**config.mk**
```make
export PLATFORM = sky130hd
export DESIGN_NAME = retire_rob
export DESIGN_NICKNAME = d
export VERILOG_FILES = /design/src/rtl/retire_rob.sv
export SDC_FILE = /design/constraint.sdc
export NUM_CORES = 1
export LEC_CHECK = 0
export BUFFER_PORTS_ARGS = -buffer_cell sky130_fd_sc_hd__buf_2
export CAP_MARGIN = 10
export CORE_MARGIN = 8
export CORE_UTILIZATION = 45
export DETAILED_ROUTE_END_ITERATION = 10
export PLACE_DENSITY_LB_ADDON = 0.2
export SLEW_MARGIN = 25
export SYNTH_ARGS = -nofsm -noshare
export SYNTH_HDL_FRONTEND = slang
export SYNTH_SLANG_ARGS = --single-unit
```
**constraint.sdc**
```tcl
create_clock -name clk -period 10.6 [get_ports clk]
set_clock_uncertainty 0.15 [all_clocks]
set_input_delay 0.53 -clock clk [delete_from_list [all_inputs] [get_ports clk]]
set_output_delay 0.53 -clock clk [all_outputs]
set_load 0.02 [all_outputs]
```
**src/rtl/retire_rob.sv**
```systemverilog
// rtl/retire_rob.sv - in-order reorder buffer: allocate at tail, complete by index, retire one per cycle from head
module retire_rob #(
   parameter int DEPTH = 16,
   parameter int IDX_W = 4
) (
   input  logic             clk,
   input  logic             rst_n,
   input  logic             flush,
   input  logic             alloc_valid,
   output logic             alloc_ready,
   input  logic [4:0]       alloc_rd,
   input  logic [5:0]       alloc_pd,
   input  logic [5:0]       alloc_old_pd,
   output logic [IDX_W-1:0] alloc_idx,
   input  logic             cmp_valid,
   input  logic [IDX_W-1:0] cmp_idx,
   input  logic [31:0]      cmp_value,
   output logic             retire_valid,
   output logic [4:0]       retire_rd,
   output logic [5:0]       retire_pd,
   output logic [31:0]      retire_value,
   output logic             free_valid,
   output logic [5:0]       free_pd,
   output logic [IDX_W:0]   count
);

   localparam logic [IDX_W:0] FULL_COUNT = (IDX_W+1)'(DEPTH);

   logic [DEPTH-1:0] ent_valid;
   logic [DEPTH-1:0] ent_complete;
   logic [4:0]       ent_rd     [DEPTH];
   logic [5:0]       ent_pd     [DEPTH];
   logic [5:0]       ent_old_pd [DEPTH];
   logic [31:0]      ent_value  [DEPTH];

   logic [IDX_W-1:0] head;
   logic [IDX_W-1:0] tail;

   logic do_alloc;
   logic do_cmp;
   logic do_retire;

   // Ready looks only at the registered count, so a full ROB stays closed
   // for the cycle in which its head retires.
   assign alloc_ready = (count < FULL_COUNT) && !flush;
   assign alloc_idx   = tail;
   assign do_alloc    = alloc_valid && alloc_ready;
   assign do_cmp      = cmp_valid && ent_valid[cmp_idx];
   assign do_retire   = ent_valid[head] && ent_complete[head];

   always_ff @(posedge clk or negedge rst_n) begin
      if (!rst_n) begin
         ent_valid    <= '0;
         ent_complete <= '0;
         head         <= '0;
         tail         <= '0;
         count        <= '0;
         retire_valid <= 1'b0;
         free_valid   <= 1'b0;
         retire_rd    <= '0;
         retire_pd    <= '0;
         retire_value <= '0;
         free_pd      <= '0;
      end else if (flush) begin
         ent_valid    <= '0;
         ent_complete <= '0;
         head         <= '0;
         tail         <= '0;
         count        <= '0;
         retire_valid <= 1'b0;
         free_valid   <= 1'b0;
      end else begin
         if (do_alloc) begin
            ent_valid[tail]    <= 1'b1;
            ent_complete[tail] <= 1'b0;
            tail               <= tail + 1'b1;
         end
         if (do_cmp) begin
            ent_complete[cmp_idx] <= 1'b1;
         end
         // Retire clear is last so it wins over a redundant completion to the head.
         if (do_retire) begin
            ent_valid[head]    <= 1'b0;
            ent_complete[head] <= 1'b0;
            head               <= head + 1'b1;
            retire_rd          <= ent_rd[head];
            retire_pd          <= ent_pd[head];
            retire_value       <= ent_value[head];
            free_pd            <= ent_old_pd[head];
         end
         retire_valid <= do_retire;
         free_valid   <= do_retire && (ent_rd[head] != 5'd0);
         case ({do_alloc, do_retire})
            2'b10:   count <= count + 1'b1;
            2'b01:   count <= count - 1'b1;
            default: count <= count;
         endcase
      end
   end

   always_ff @(posedge clk) begin
      if (do_alloc) begin
         ent_rd[tail]     <= alloc_rd;
         ent_pd[tail]     <= alloc_pd;
         ent_old_pd[tail] <= alloc_old_pd;
      end
      if (do_cmp && !flush) begin
         ent_value[cmp_idx] <= cmp_value;
      end
   end

endmodule

```
## Yosys cells after proc, flatten, opt, wreduce, memory -nomap -nowiden

Memory sizes are Yosys's and may differ from the RTL's. A register that Yosys moved wholly into a read port is not among the register bits.
Cells that the tools add are included.

| storage, ports and cells | value |
|---|---|
| bits of input ports | 58 |
| memories kept | 4 |
| logic and storage cells | 85 |
| output and inout port bits | 61 |
| register bits after elaboration | 52 |
| RAM bits | 784 |

Memories:

| memory | words | bits a word | rd ports | clocked after Yosys merged registers in | write ports | line | RTL |
|---|---|---|---|---|---|---|---|
| ent_value | 16 | 32 | 1 | 1 | 1 | 34 | `logic [31:0] ent_value [DEPTH];` |
| ent_old_pd | 16 | 6 | 1 | 1 | 1 | 33 | `logic [5:0] ent_old_pd [DEPTH];` |
| ent_pd | 16 | 6 | 1 | 1 | 1 | 32 | `logic [5:0] ent_pd [DEPTH];` |
| ent_rd | 16 | 5 | 1 | 0 | 1 | 31 | `logic [4:0] ent_rd [DEPTH];` |

| cells by class | value |
|---|---|
| bitwise gates (word level) | 8 |
| mux-type cells | 34 |
| equal/unequal tests | 2 |
| reductions and logical operators | 18 |
| $lt $le $gt $ge | 7 |
| add/subtract/negate cells | 4 |

Operator list:

| operator | count |
|---|---|
| 16-bit 2-to-1 mux | 10 |
| 16-bit bitwise AND | 3 |
| 16-bit NOT | 2 |
| 16-bit bitwise OR | 2 |
| 4-bit 2-to-1 mux | 4 |
| 4-bit by 5-bit < comparator with 1-bit output, second input constant | 3 |
| 1-bit binary-select mux with 4-bit select | 3 |
| 1-bit demux with 4-bit select | 3 |
| 4-bit by 1-bit greater-or-equal comparator with 1-bit output, second input constant | 3 |
| 1-bit 2-to-1 mux | 12 |
| 5-bit case mux with 2 select lines | 1 |
| 1-bit logical AND | 9 |
| 4-bit by 1-bit adder with 4-bit output, second input constant | 2 |
| 5-bit by 1-bit adder with 5-bit output, second input constant | 1 |
| 5-bit < comparator, second input constant | 1 |
| 5-bit 2-to-1 mux | 1 |
| 5-bit nonzero test | 1 |
| 5-bit by 1-bit subtractor with 5-bit output, second input constant | 1 |
| 1-bit logical NOT | 4 |
| 2-bit nonzero test | 2 |
| 3-bit nonzero test | 1 |
| 2-bit by 1-bit equality test with 1-bit output, second input constant | 1 |
| 2-bit equality test, second input constant | 1 |
| 2-bit AND reduction | 1 |
| 1-bit NOT | 1 |

## Logic depth before layout (Yosys ltp)

Gate-level depths: netlist (run 1).

| logic depth | value |
|---|---|
| depth in word-level cells | 14 |
| gate-level depth with buffers | 11 |
| mapped depth without buffers | 10 |

## Worst setup path before layout (run 1)

OpenSTA, ideal clock, no wires.

| timing | value |
|---|---|
| path type | input port to flip-flop |
| start | in cmp_idx[0] |
| end | mem ent_value[12][0] (enable) |
| stages | 7 |
| path buffers | 2 |
| path slack | 6809 ps |
| setup time | 421 ps |
| arrival time | 3220 ps |
| data required time | 10029 ps |
| cells stage by stage | buf_4 > mux4_2 > mux4_2 > and2_2 > or3b_1 > buf_2 > nor2_1 |

| between the ends | value |
|---|---|
| word-level cells in the longest chain between the ends | 6 |

RTL lines:

| element | line | RTL |
|---|---|---|
| start, declared | 16 | `input logic [IDX_W-1:0] cmp_idx,` |
| 1-bit binary-select mux with 4-bit select | 48 | `assign do_cmp = cmp_valid && ent_valid[cmp_idx];` |
| 1-bit 2-to-1 mux (implied by the code) | 48 |  |
| 1-bit logical AND | 48 |  |
| 1-bit logical AND | 107 | `if (do_cmp && !flush) begin` |
| 1-bit 2-to-1 mux | 107 |  |
| 1-bit 2-to-1 mux (implied by the code) | 108 | `ent_value[cmp_idx] <= cmp_value;` |
| end, declared | 34 |  |

Parallel ways exist; a longest one is shown, timed or not. The select of a mux whose other input is x is not followed.

## Worst setup path in the final report (run 1)

| timing | value |
|---|---|
| start | reg head[3] |
| end | reg retire_rd[4] (read register of ent_rd) |

| between the ends | value |
|---|---|
| word-level cells in the longest chain between the ends | 4 |
| elaborated cells between the ends (all ways) | 7 |
| classes of those cells | mux: 4; reduce/logical: 2; memory: 1 |

RTL lines:

| element | line | RTL |
|---|---|---|
| start, declared | 36 | `logic [IDX_W-1:0] head;` |
| start signal, assigned | 85 | `head <= head + 1'b1;` |
| 1-bit binary-select mux with 4-bit select | 49 | `assign do_retire = ent_valid[head] && ent_complete[head];` |
| 1-bit 2-to-1 mux (implied by the code) | 49 |  |
| 1-bit logical AND | 49 |  |
| 2-bit AND reduction (no line) | -- |  |
| end, declared | 19 | `output logic [4:0] retire_rd,` |

Parallel ways exist; a longest one is shown, timed or not. The select of a mux whose other input is x is not followed.
A chain may end at the register's enable or synchronous reset.

==> results.txt, run 1 <==
----------------------------------------------------
[Logic synthesis]
  Primary flip-flop cell chosen by synthesis mapping ... sky130_fd_sc_hd__edfxtp_1
  Compound-gate portion of the synthesized area ... 0.0143
  Top cells by count, synth ... sky130_fd_sc_hd__edfxtp_1, sky130_fd_sc_hd__mux4_2, sky130_fd_sc_hd__dfrtp_1
  Adder and majority gate portion of the synthesized area ... 0.00366
  Post-synthesis mux area share ... 0.190
  Net count after synthesis ... 1574
  Number of warnings printed during yosys synthesis ... 0
  Synth cell types ... 51
  Count of flip-flops with a built-in enable after synthesis ... 784
  Mean cell area of the mapped netlist ... 22.7 um2
  Area contributors post-synth ... sky130_fd_sc_hd__edfxtp_1, sky130_fd_sc_hd__mux4_2, sky130_fd_sc_hd__dfrtp_1, sky130_fd_sc_hd__mux2_4, sky130_fd_sc_hd__nor2_1
  Share of the synthesized area in the top cell type ... 0.689
  Cells after synthesis ... 1506
  Xor and xnor fraction of the mapped netlist area ... 0.00205
  Sequential area share after synthesis ... 0.759
  Cell type contributing the most total cell area after synthesis ... sky130_fd_sc_hd__edfxtp_1
  Proportion of register bits with asynchronous set or reset after synthesis ... 0.109
  Simple-gate portion of the synthesized area ... 0.0195
  Post-synthesis sequential element count ... 880
  Most common cell in the synthesized netlist ... sky130_fd_sc_hd__edfxtp_1
  Main combinational cell family by area after synthesis ... multiplexers
  Area of the mapped netlist ... 34200 um2

[Setup path]
  Endpoint class of the critical path ... flip-flop
  Critical Setup Path Class ... reg -> reg
  Setup slack of the worst register-to-register path ... 5.99 ns
  Element type at the critical path start ... flip-flop
  Arrival time at the worst endpoint ... 4.96 ns
  WP data required ... 10.96 ns
  Worst Path Max Fanout ... 35

[Placement]
  Final GP Congestion ... 0.788
  Cells after DPL ... 2556
  Placed wire-length estimate after detailed placement ... 39900 um
  Buffers added on ports ... 118
  Worst slack after detailed placement ... 5.91 ns

[Floorplan]
  Row count ... 101
  Starting Density ... 0.452
  Area of the placeable core ... 75600 um2
  Die width ... 292 um
  Vert. Die Dim ... 292 um
  Die area ... 85000 um2
  I/O pin count ... 119

[Power and ir drop]
  Areal power density over the cells ... 178 nW/um2
  Worst vdd ir ... 139 uV
  Portion of total power attributed to combinational logic ... 0.015
  Internal power of the cells ... 5.60 mW
  Sw power ... 1.36 mW
  Sequential group share of total power ... 0.545
  Switching Share ... 0.196
  Leak ... 12.8 nW
  Clock power share ... 0.441

[Clocking]
  H-Tree Depth ... 3
  TritonCTS clock tree ... done
  Buffer type at the clock tree root ... sky130_fd_sc_hd__clkbuf_16
  Maximum count of clock buffers along a single path ... 3
  Total clock sinks ... 880
  Insertion delay of the later-clocked pin in the worst-skew pair ... 0.64 ns
  Buffers inserted by post-CTS timing repair ... 0
  Number of clock buffers inserted by TritonCTS ... 89
  Clock transition at the registers of the reported paths ... 0.07 ns

[STA]
  Final setup slack of the worst path ... 5.99 ns
  Setup repair after global routing missed its margin ... no
  Time the final worst path needs with I/O delays and setup ... 4.61 ns
  Worst-case headroom to the max-slew limit ... 0.341
  Pin slew with the least headroom to its limit ... 0.981 ns
  Highest achievable clock rate ... 0.217 GHz
  Post-route clock period utilization ... 0.435
  Sum Neg Setup Slack ... 0 ns
  Post-route worst hold slack ... 0.0367 ns
  Setup-failing EPs final ... 0
  Final hold violation count ... 0
  Number of max-slew violations in the final report ... 0

[Finish]
  Proportion of layout cells with a drive suffix above 1 ... 0.362
  Fillcell total ... 5927
  Non-filler instance count after layout ... 2729
  Nets@finish ... 1738
  Synthesis-to-finish area growth ... 14.2%

[Global routing]
  Wire length of the first global-routing pass ... 113000 um
  Maximum number of pins on one net before global-route repair ... 148
  Initial antenna violation count ... 12
  Congestion Overflow GR ... 0
  Number of global-route vias before repair ... 16800
  Aggregate global-route resource usage ... 0.180

[Detailed routing]
  Detailed-router iteration count before antenna repair ... 5
  Average routed wire per standard cell ... 28.0 um
  Sum of routed wire length over all layers ... 76500 um
  Number of vias per cell after detailed routing ... 5.72
  Number of antenna-violating nets in the routed design ... 0
  Drt initial violations ... 1247
  Overall via count from detail_route ... 15600
  Drc violations ... 0

[Min path]
  Worst Hold Class ... in -> reg

[Run status]
  Outcome ... finished, final reports clean

[Job]
  Max Cap Violations ... 0

----------------------------------------------------
flip-flops by register name, summed over array words and instances, names as in the netlist, 6 cells and up:
register / count
ent_old_pd: 96
free_pd: 6
retire_value: 32
ent_valid: 16
retire_pd: 6
ent_complete: 16
ent_pd: 96
ent_rd: 80
ent_value: 512
power groups by stage:
stage	Combinational (mW)	Sequential (mW)	Clock (mW)
2_1_floorplan	0.0280	3.87	0
3_3_place_gp	0.0986	3.86	0
3_5_place_dp	0.104	3.86	0
4_1_cts	0.105	3.79	3.14
5_1_grt	0.114	3.79	3.26
6_report	0.103	3.79	3.07
worst paths after layout:
| path | start | to | cells after the start |
|---|---|---|---|
| max | head[3] | retire_rd[4] | 8 |
| min in group asynchronous | rst_n | ent_valid[11] | 2 |
| max reg2reg | head[3] | retire_rd[4] | 8 |
| max in group asynchronous | rst_n | head[0] | 3 |
| min reg2reg | retire_rd[1] | retire_rd[1] | 1 |
| min | alloc_valid | count[4] | 3 |
through the flow:
stage	power (mW)	area (um2)	utilization
after floorplan	3.89	34200	-
after global placement	3.96	36100	0.478
after detailed placement	3.97	36100	0.478
after CTS	7.03	39000	0.517
after global routing	7.17	39000	0.517
final	6.96	39100	0.517
final cells by class:
class / count / area, um2 / area share
Clock inverter: 34 / 289 / 0.00740
Inverter: 9 / 36.3 / 0.000929
Antenna cell: 5 / 12.5 / 0.000320
Multi-Input combinational cell: 542 / 8060 / 0.206
Timing Repair Buffer: 148 / 846 / 0.0217
Clock buffer: 133 / 2630 / 0.0672
Sequential cell: 880 / 26000 / 0.665
Tap cell: 978 / 1220 / 0.0313
per-layer routing:
metal,up-vias,global-route usage,share of wire
li1,6634,-,-
met1,8443,0.231,0.41
met2,432,0.319,0.53
met3,112,0.0339,0.048
met4,2,0.0390,0.017
met5,-,0,0.00017
cells by family (layout without fill, tap and decap cells):
group | after synthesis | after routing
flip-flops | 880 | 880
multiplexers | 306 | 306
AND/OR/NAND/NOR | 141 | 141
buffers and inverters | 84 | 324
AO/OA/AOI/OAI | 77 | 77
adder cells (fa/ha/maj) | 10 | 10
XOR/XNOR | 8 | 8
other | 0 | 5
worst max-delay path, stage by stage (launching register included):
cell	delay, ns
sky130_fd_sc_hd__dfrtp_1	0.45
sky130_fd_sc_hd__inv_4	0.57
sky130_fd_sc_hd__buf_4	0.74
sky130_fd_sc_hd__mux4_2	0.39
sky130_fd_sc_hd__o22ai_2	0.13
sky130_fd_sc_hd__nor2_2	0.31
sky130_fd_sc_hd__or2_4	0.48
sky130_fd_sc_hd__buf_4	0.76
sky130_fd_sc_hd__mux2_2	0.41
placed cells by master (no fill, tap or decap), types with 23 or more instances in the layout:
cell type and count:
sky130_fd_sc_hd__dfrtp_1 93, sky130_fd_sc_hd__buf_4 28, sky130_fd_sc_hd__nor2_1 28, sky130_fd_sc_hd__mux4_2 254, sky130_fd_sc_hd__o21ai_0 27, sky130_fd_sc_hd__mux2_4 48, sky130_fd_sc_hd__edfxtp_1 784, sky130_fd_sc_hd__nand2_1 30
sky130_fd_sc_hd__buf_2 117, sky130_fd_sc_hd__nor2_4 27, sky130_fd_sc_hd__clkbuf_16 91, sky130_fd_sc_hd__clkbuf_1 23
what timing repair did:
action / CTS / global route
hold buffers: 1 / 0
gates resized for setup: 0 / 0
hold endpoints to repair: 53 / 0
No activity file was read; power rests on OpenSTA's default activity.
==> inputs of run 2 (changes only) <==
- ABC_AREA: default -> 1
- clock period: 10.6 -> 4.3 ns (I/O delays scaled with it)
==> results.txt, run 2 <==
----------------------------------------------------
[Run status]
  Outcome ... finished, final reports clean

[Clocking]
  TritonCTS clock tree ... done
  Number of clock buffers inserted by TritonCTS ... 91 (+2.2%)
  H-Tree Depth ... 3 (unchanged)
  Clock transition at the registers of the reported paths ... 0.06 ns (about the same)
  Total clock sinks ... 880 (unchanged)
  Maximum count of clock buffers along a single path ... 3 (unchanged)
  Insertion delay of the later-clocked pin in the worst-skew pair ... 0.65 ns (about the same)
  Buffer type at the clock tree root ... sky130_fd_sc_hd__clkbuf_16

[Logic synthesis]
  Post-synthesis mux area share ... 0 (-0.190)
  Cells after synthesis ... 2780 (+85%)
  Adder and majority gate portion of the synthesized area ... 0.00361 (-0.0000535)
  Proportion of register bits with asynchronous set or reset after synthesis ... 0.109 (unchanged)
  Number of warnings printed during yosys synthesis ... 0 (unchanged)
  Simple-gate portion of the synthesized area ... 0.102 (+0.0828)
  Main combinational cell family by area after synthesis ... compound AO/OA/AOI/OAI gates
  Top cells by count, synth ... sky130_fd_sc_hd__edfxtp_1, sky130_fd_sc_hd__nor2_1, sky130_fd_sc_hd__o21ai_0
  Cell type contributing the most total cell area after synthesis ... sky130_fd_sc_hd__edfxtp_1
  Xor and xnor fraction of the mapped netlist area ... 0.000505 (-0.00154)
  Most common cell in the synthesized netlist ... sky130_fd_sc_hd__edfxtp_1
  Count of flip-flops with a built-in enable after synthesis ... 784 (unchanged)
  Mean cell area of the mapped netlist ... 12.5 um2 (-45%)
  Primary flip-flop cell chosen by synthesis mapping ... sky130_fd_sc_hd__edfxtp_1
  Area of the mapped netlist ... 34700 um2 (+1.5%)
  Share of the synthesized area in the top cell type ... 0.679 (-0.0101)
  Post-synthesis sequential element count ... 880 (unchanged)
  Synth cell types ... 34 (-33%)
  Net count after synthesis ... 2848 (+81%)
  Compound-gate portion of the synthesized area ... 0.115 (+0.101)
  Area contributors post-synth ... sky130_fd_sc_hd__edfxtp_1, sky130_fd_sc_hd__dfrtp_1, sky130_fd_sc_hd__o21ai_0, sky130_fd_sc_hd__nor2_1, sky130_fd_sc_hd__o22ai_1
  Sequential area share after synthesis ... 0.748 (-0.0111)

[STA]
  Time the final worst path needs with I/O delays and setup ... 3.52 ns (-1.09 ns)
  Setup-failing EPs final ... 0 (unchanged)
  Sum Neg Setup Slack ... 0 ns (unchanged)
  Post-route clock period utilization ... 0.818 (+0.384)
  Final hold violation count ... 0 (unchanged)
  Pin slew with the least headroom to its limit ... 1.06 ns (+0.0750 ns)
  Number of max-slew violations in the final report ... 0 (unchanged)
  Highest achievable clock rate ... 0.284 GHz (+31%)
  Worst-case headroom to the max-slew limit ... 0.296 (-0.0450)
  Post-route worst hold slack ... 0.0428 ns (+0.00617 ns)
  Setup repair after global routing missed its margin ... no

[Placement]
  Buffers added on ports ... 118 (unchanged)
  Placed wire-length estimate after detailed placement ... 49400 um (+24%)
  Instance area at placement ... 36500 um2 (+0.98%)
  Final GP Congestion ... 0.876 (+11%)

[Global routing]
  Initial antenna violation count ... 9 (-3)
  Maximum number of pins on one net before global-route repair ... 203 (+37%)
  Congestion Overflow GR ... 0 (unchanged)
  Aggregate global-route resource usage ... 0.215 (+0.0344)
  Wire length of the first global-routing pass ... 141000 um (+24%)
  Number of global-route vias before repair ... 22400 (+34%)

[Power and ir drop]
  Worst vdd ir ... 283 uV (+100%)
  Leak ... 14.1 nW (+9.8%)
  Areal power density over the cells ... 442 nW/um2 (+150%)
  Post-route total power ... 17.7 mW (+150%)

[Finish]
  Synthesis-to-finish area growth ... 15.3%
  Nets@finish ... 2997 (+72%)
  Reg with most FFs ... ent_value
  Largest registers ... ent_value (512), ent_old_pd (96), ent_pd (96)
  Most common cell after layout, fill and taps aside ... sky130_fd_sc_hd__edfxtp_1
  Proportion of layout cells with a drive suffix above 1 ... 0.121 (-0.241)
  Leading cell types in the layout, fill and taps excluded ... sky130_fd_sc_hd__edfxtp_1, sky130_fd_sc_hd__nor2_1, sky130_fd_sc_hd__o21ai_0
  Max FFs per register ... 512 (unchanged)
  Final design instance area without fill ... 40000 um2 (+2.4%)

[Detailed routing]
  Drt initial violations ... 2082 (+67%)
  Detailed-router iteration count before antenna repair ... 5 (unchanged)
  Drc violations ... 0 (unchanged)
  Sum of routed wire length over all layers ... 94000 um (+23%)
  Number of vias per cell after detailed routing ... 5.65 (-1.4%)
  Number of antenna-violating nets in the routed design ... 0 (unchanged)
  Average routed wire per standard cell ... 23.2 um (-17%)
  Overall via count from detail_route ... 22800 (+46%)

[Setup path]
  WP data required ... 4.69 ns (-6.27 ns)
  Setup slack of the worst register-to-register path ... 0.78 ns (-5.21 ns)
  Crit Reg-Reg Startpoint ... head[0]
  Endpoint class of the critical path ... flip-flop
  Arrival time at the worst endpoint ... 3.91 ns (-1.05 ns)
  End of the worst register-to-register path ... free_valid
  Worst Path Max Fanout ... 76 (+120%)
  Worst R2R Path Depth ... 9 (+1)
  Element type at the critical path start ... flip-flop
  Max stage delay on crit path ... 0.72 ns (-0.04 ns)
  Crit path cell chain ... clkinv_8 -> buf_4 -> buf_4 -> o21ai_0 -> o22ai_1 -> nand2_1 -> nand4_1 -> nor3_1 -> a31oi_1
  Top cell by count, worst path ... sky130_fd_sc_hd__buf_4
  Slowest library cell on the worst path ... sky130_fd_sc_hd__buf_4
  Critical Setup Path Class ... reg -> reg

[Floorplan]
  Row count ... 102 (+0.99%)
  Starting Density ... 0.451 (-0.00157)
  Area of the placeable core ... 77000 um2 (+1.8%)
  Vert. Die Dim ... 294 um (+0.70%)
  Die width ... 294 um (+0.70%)
  I/O pin count ... 119 (unchanged)
  Die area ... 86200 um2 (+1.4%)

[Min path]
  Worst Hold Class ... in -> async

[Job]
  Max Cap Violations ... 0 (unchanged)

----------------------------------------------------
run 2: changes by cell type after synthesis, sizes merged, moves of 66 or more:
cell    change
clkbuf     +91
inv        +66
mux4      -254
nand2     +283
nand3      +67
nor2      +432
o21ai     +443
o22ai     +203
run 2: critical path, delay by kind of cell (launching register included):
kind                   cells  cell delay [ns]
buffers and inverters      3             1.64
DFF                        1             0.66
AOI/OAI and AO/OA          3             0.49
and+or+nand+nor            3             0.37
run 2: layout make-up:
class / count / area (um2)
multi-input combinational: 1652 / 7850
clock buffer: 119 / 2450
fill: 6553 / 37000
antenna: 5 / 12.5
sequential: 880 / 26000
timing repair buffer: 229 / 1620
inverter: 75 / 302
clock inverter: 47 / 502
tap: 1040 / 1300
run 2: stage by stage:
step | utilization | instances | worst slack, ns
2_1_floorplan | - | 2780 | 0.259
3_3_place_gp | 0.474 | 3821 | 0.953
3_5_place_dp | 0.474 | 3821 | 0.842
4_1_cts | 0.519 | 4042 | 0.834
5_1_grt | 0.520 | 4044 | 0.533
6_report | 0.520 | 4047 | 0.782
run 2: repair_timing:
action	in CTS	in global routing
hold endpoints to repair	834	0
buffers inserted	0	0
resized for setup	0	0
hold buffers	55	0
run 2: kinds of logic (layout without fill, tap and decap cells):
| logic type | count (synthesis) | count (layout) |
|---|---|---|
| compound gates | 741 | 741 |
| xor+xnor | 2 | 2 |
| fa+ha+maj | 10 | 10 |
| buf+inv | 248 | 470 |
| flops | 880 | 880 |
| other cells | 0 | 5 |
| simple gates | 899 | 899 |
run 2: worst max path at each step:
stage	from	to	slack, ns	depth (start not counted)
after floorplan	cmp_idx[0]	ent_value[8][0]	0.26	8
after global placement	head[0]	free_valid	0.95	9
after detailed placement	head[0]	free_valid	0.84	9
after CTS	head[0]	free_valid	0.83	9
after global routing	head[0]	free_valid	0.53	9
final	head[0]	free_valid	0.78	9
run 2: per-layer routing:
metal	vias to the layer above	GRT usage	wire, um	share of wire
li1	10400	-	-	-
met1	11500	0.293	40100	0.43
met2	797	0.347	44800	0.48
met3	191	0.0392	6180	0.066
met4	4	0.0729	2880	0.031
met5	-	0	25	0.00027
run 2: report_power, final:
part / switching, mW / total (mW) / internal [mW]
combinational: 0.347 / 0.486 / 0.139
sequential: 0.0483 / 9.43 / 9.38
clock: 3.28 / 7.74 / 4.47
==> inputs of run 3 (changes only) <==
- clock period: 4.3 -> 3.1 ns (I/O delays scaled with it)
==> results.txt, run 3 (synthesis gave the netlist of run 2 again) <==
----------------------------------------------------
[STA]
  Post-route worst hold slack ... 0.0396 ns (-0.00326 ns)
  Pin slew with the least headroom to its limit ... 0.964 ns (-0.0916 ns)
  Number of max-slew violations in the final report ... 0 (unchanged)
  Time the final worst path needs with I/O delays and setup ... 2.70 ns (-0.820 ns)
  Final hold violation count ... 0 (unchanged)
  Worst-case headroom to the max-slew limit ... 0.357 (+0.0610)
  Final setup slack of the worst path ... 0.402 ns (-0.380 ns)
  Post-route clock period utilization ... 0.870 (+0.0521)
  Setup-failing EPs final ... 0 (unchanged)
  Sum Neg Setup Slack ... 0 ns (unchanged)
  Setup repair after global routing missed its margin ... no
  Highest achievable clock rate ... 0.371 GHz (+30%)

[Power and ir drop]
  Areal power density over the cells ... 609 nW/um2 (+38%)
  Worst vdd ir ... 426 uV (+51%)
  Leak ... 14.4 nW (+1.9%)

[Detailed routing]
  Drt initial violations ... 2026 (-2.7%)
  Average routed wire per standard cell ... 22.7 um (-2.5%)
  Number of vias per cell after detailed routing ... 5.60 (-0.84%)
  Detailed-router iteration count before antenna repair ... 5 (unchanged)
  Drc violations ... 0 (unchanged)
  Sum of routed wire length over all layers ... 92100 um (-2.1%)
  Number of antenna-violating nets in the routed design ... 0 (unchanged)
  Overall via count from detail_route ... 22800 (-0.42%)

[Finish]
  Most common cell after layout, fill and taps aside ... sky130_fd_sc_hd__edfxtp_1
  Leading cell types in the layout, fill and taps excluded ... sky130_fd_sc_hd__edfxtp_1, sky130_fd_sc_hd__nor2_1, sky130_fd_sc_hd__o21ai_0
  Nets@finish ... 3009 (+0.40%)
  Reg with most FFs ... ent_value
  Largest registers ... ent_value (512), ent_old_pd (96), ent_pd (96)
  Fillcell total ... 6423 (-2.0%)
  Final design instance area without fill ... 40600 um2 (+1.5%)
  Proportion of layout cells with a drive suffix above 1 ... 0.126 (+0.00466)
  Max FFs per register ... 512 (unchanged)
  Synthesis-to-finish area growth ... 17.0%

[Setup path]
  Crit path cell chain ... clkinv_8 -> nand2_1 -> nand3_1 -> nand2_1 -> nand2_1 -> nand2_1 -> nor2_1 -> nor2_4 -> nand3_1 -> nand2_1 -> inv_1 -> ha_1 -> inv_1 -> nand2_1 -> nand3_1 -> nand3_1 -> nand3_1 -> nand2_1
  Critical path's top delay family ... simple AND/OR/NAND/NOR gates
  Count of buffering cells on the critical path with inverters included ... 3 (unchanged)
  Endpoint class of the critical path ... flip-flop
  Launching instance or port of the critical path ... head[0]
  Worst Path Max Fanout ... 53 (-30%)
  Worst R2R Path Depth ... 18 (+9)
  Critical Setup Path Class ... reg -> reg
  Slowest library cell on the worst path ... sky130_fd_sc_hd__dfrtp_4
  Setup slack of the worst register-to-register path ... 0.40 ns (-0.38 ns)
  Element type at the critical path start ... flip-flop
  Max stage delay on crit path ... 0.59 ns (-0.13 ns)
  WP data required ... 3.48 ns (-1.21 ns)
  End of the worst register-to-register path ... count[4]
  Top cell by count, worst path ... sky130_fd_sc_hd__nand2_1
  Crit Reg-Reg Startpoint ... head[0]
  Arrival time at the worst endpoint ... 3.07 ns (-0.84 ns)

[Global routing]
  Aggregate global-route resource usage ... 0.211 (-0.00394)
  Wire length of the first global-routing pass ... 139000 um (-1.1%)
  Congestion Overflow GR ... 0 (unchanged)
  Number of global-route vias before repair ... 22600 (+1.0%)
  Maximum number of pins on one net before global-route repair ... 171 (-16%)
  Initial antenna violation count ... 8 (-1)

[Min path]
  Hold path startpoint ... cmp_idx[2]
  Worst Hold Depth ... 5
  Worst Hold Class ... in -> reg
  End of the worst hold path ... ent_complete[3]

[Floorplan]
  Die width ... 294 um (unchanged)
  I/O pin count ... 119 (unchanged)
  Vert. Die Dim ... 294 um (unchanged)
  Die area ... 86200 um2 (unchanged)
  Area of the placeable core ... 77000 um2 (unchanged)
  Row count ... 102 (unchanged)
  Starting Density ... 0.451 (unchanged)

[Clocking]
  H-Tree Depth ... 3 (unchanged)
  Number of clock buffers inserted by TritonCTS ... 90 (-1.1%)
  Insertion delay of the later-clocked pin in the worst-skew pair ... 0.64 ns (about the same)
  Clock transition at the registers of the reported paths ... 0.06 ns (about the same)
  TritonCTS clock tree ... done
  Maximum count of clock buffers along a single path ... 3 (unchanged)
  Total clock sinks ... 880 (unchanged)
  Buffer type at the clock tree root ... sky130_fd_sc_hd__clkbuf_16

[Run status]
  Outcome ... finished, final reports clean

[Placement]
  Worst slack after detailed placement ... 0.329 ns (-0.513 ns)
  Instance area at placement ... 36900 um2 (+1.2%)
  Final GP Congestion ... 0.907 (+3.6%)
  Placed wire-length estimate after detailed placement ... 49200 um (-0.39%)
  Buffers added on ports ... 118 (unchanged)

[Job]
  Max Cap Violations ... 0 (unchanged)

----------------------------------------------------
==> run 3: changes by cell type in the layout (fill, tap and decap cells not counted), moves of 5 or more <==
cell / previous run / this run
sky130_fd_sc_hd__clkinv_1: 10 / 4
sky130_fd_sc_hd__buf_4: 51 / 34
sky130_fd_sc_hd__nor3_2: 13 / 8
sky130_fd_sc_hd__buf_12: 4 / 32
sky130_fd_sc_hd__clkbuf_8: 5 / 14
sky130_fd_sc_hd__nor3_4: 0 / 5
==> run 3: final cells by class <==
cell class	instances	area, um2	area share
sequential	880	26000	0.640
multi-input combinational	1652	7880	0.194
clock buffer	131	2590	0.0638
timing repair buffer	242	2090	0.0515
tap	1040	1300	0.0321
clock inverter	38	447	0.0110
inverter	75	302	0.00743
antenna	6	15.0	0.000370
==> run 3: metrics by stage <==
step / cells / power [mW] / util
finish: 4064 / 24.7 / 0.527
CTS: 4057 / 24.9 / 0.527
global route: 4062 / 25.5 / 0.527
floorplan: 2780 / 13.6 / -
global placement: 3829 / 13.9 / 0.480
detailed placement: 3829 / 14.0 / 0.480
==> run 3: timing repair <==
item | in CTS | in global routing
setup endpoints to repair | 0 | 1
hold endpoints to repair | 899 | 0
resized for setup | 0 | 0
setup buffers | 0 | 1
hold buffers | 59 | 0
==> run 3: power by group <==
group          leakage [nW]  internal (mW)  switching [mW]
Sequential             8.28           13.0          0.0628
Combinational          4.58          0.205           0.485
Clock                  1.50           6.49            4.47
==> run 3: worst max path at each step <==
stage / to / cells past startpoint
6_report: count[4] / 18
5_1_grt: count[4] / 20
4_1_cts: count[4] / 18
3_5_place_dp: count[4] / 18
3_3_place_gp: count[4] / 18
2_1_floorplan: ent_value[12][0] / 8
==> run 3: per-layer routing <==
layer  vias up  wire [um]  track usage  share of wire
met5         -         23            0        0.00025
met4         4       2250       0.0682          0.024
met3       134       5850       0.0334          0.064
met2       746      44300        0.343           0.48
met1     11400      39600        0.289           0.43
li1      10400          -            -              -
==> run 3: worst reg2reg max path: stages (launching register included) <==
cell                       delay (ns)
sky130_fd_sc_hd__dfrtp_4         0.59
sky130_fd_sc_hd__clkinv_8        0.26
sky130_fd_sc_hd__nand2_1         0.13
sky130_fd_sc_hd__nand3_1         0.07
sky130_fd_sc_hd__nand2_1         0.08
sky130_fd_sc_hd__nand2_1         0.05
sky130_fd_sc_hd__nand2_1         0.11
sky130_fd_sc_hd__nor2_1          0.08
sky130_fd_sc_hd__nor2_4          0.20
sky130_fd_sc_hd__nand3_1         0.12
sky130_fd_sc_hd__nand2_1         0.09
sky130_fd_sc_hd__inv_1           0.04
sky130_fd_sc_hd__ha_1            0.17
sky130_fd_sc_hd__inv_1           0.06
sky130_fd_sc_hd__nand2_1         0.08
sky130_fd_sc_hd__nand3_1         0.12
sky130_fd_sc_hd__nand3_1         0.07
sky130_fd_sc_hd__nand3_1         0.08
sky130_fd_sc_hd__nand2_1         0.05
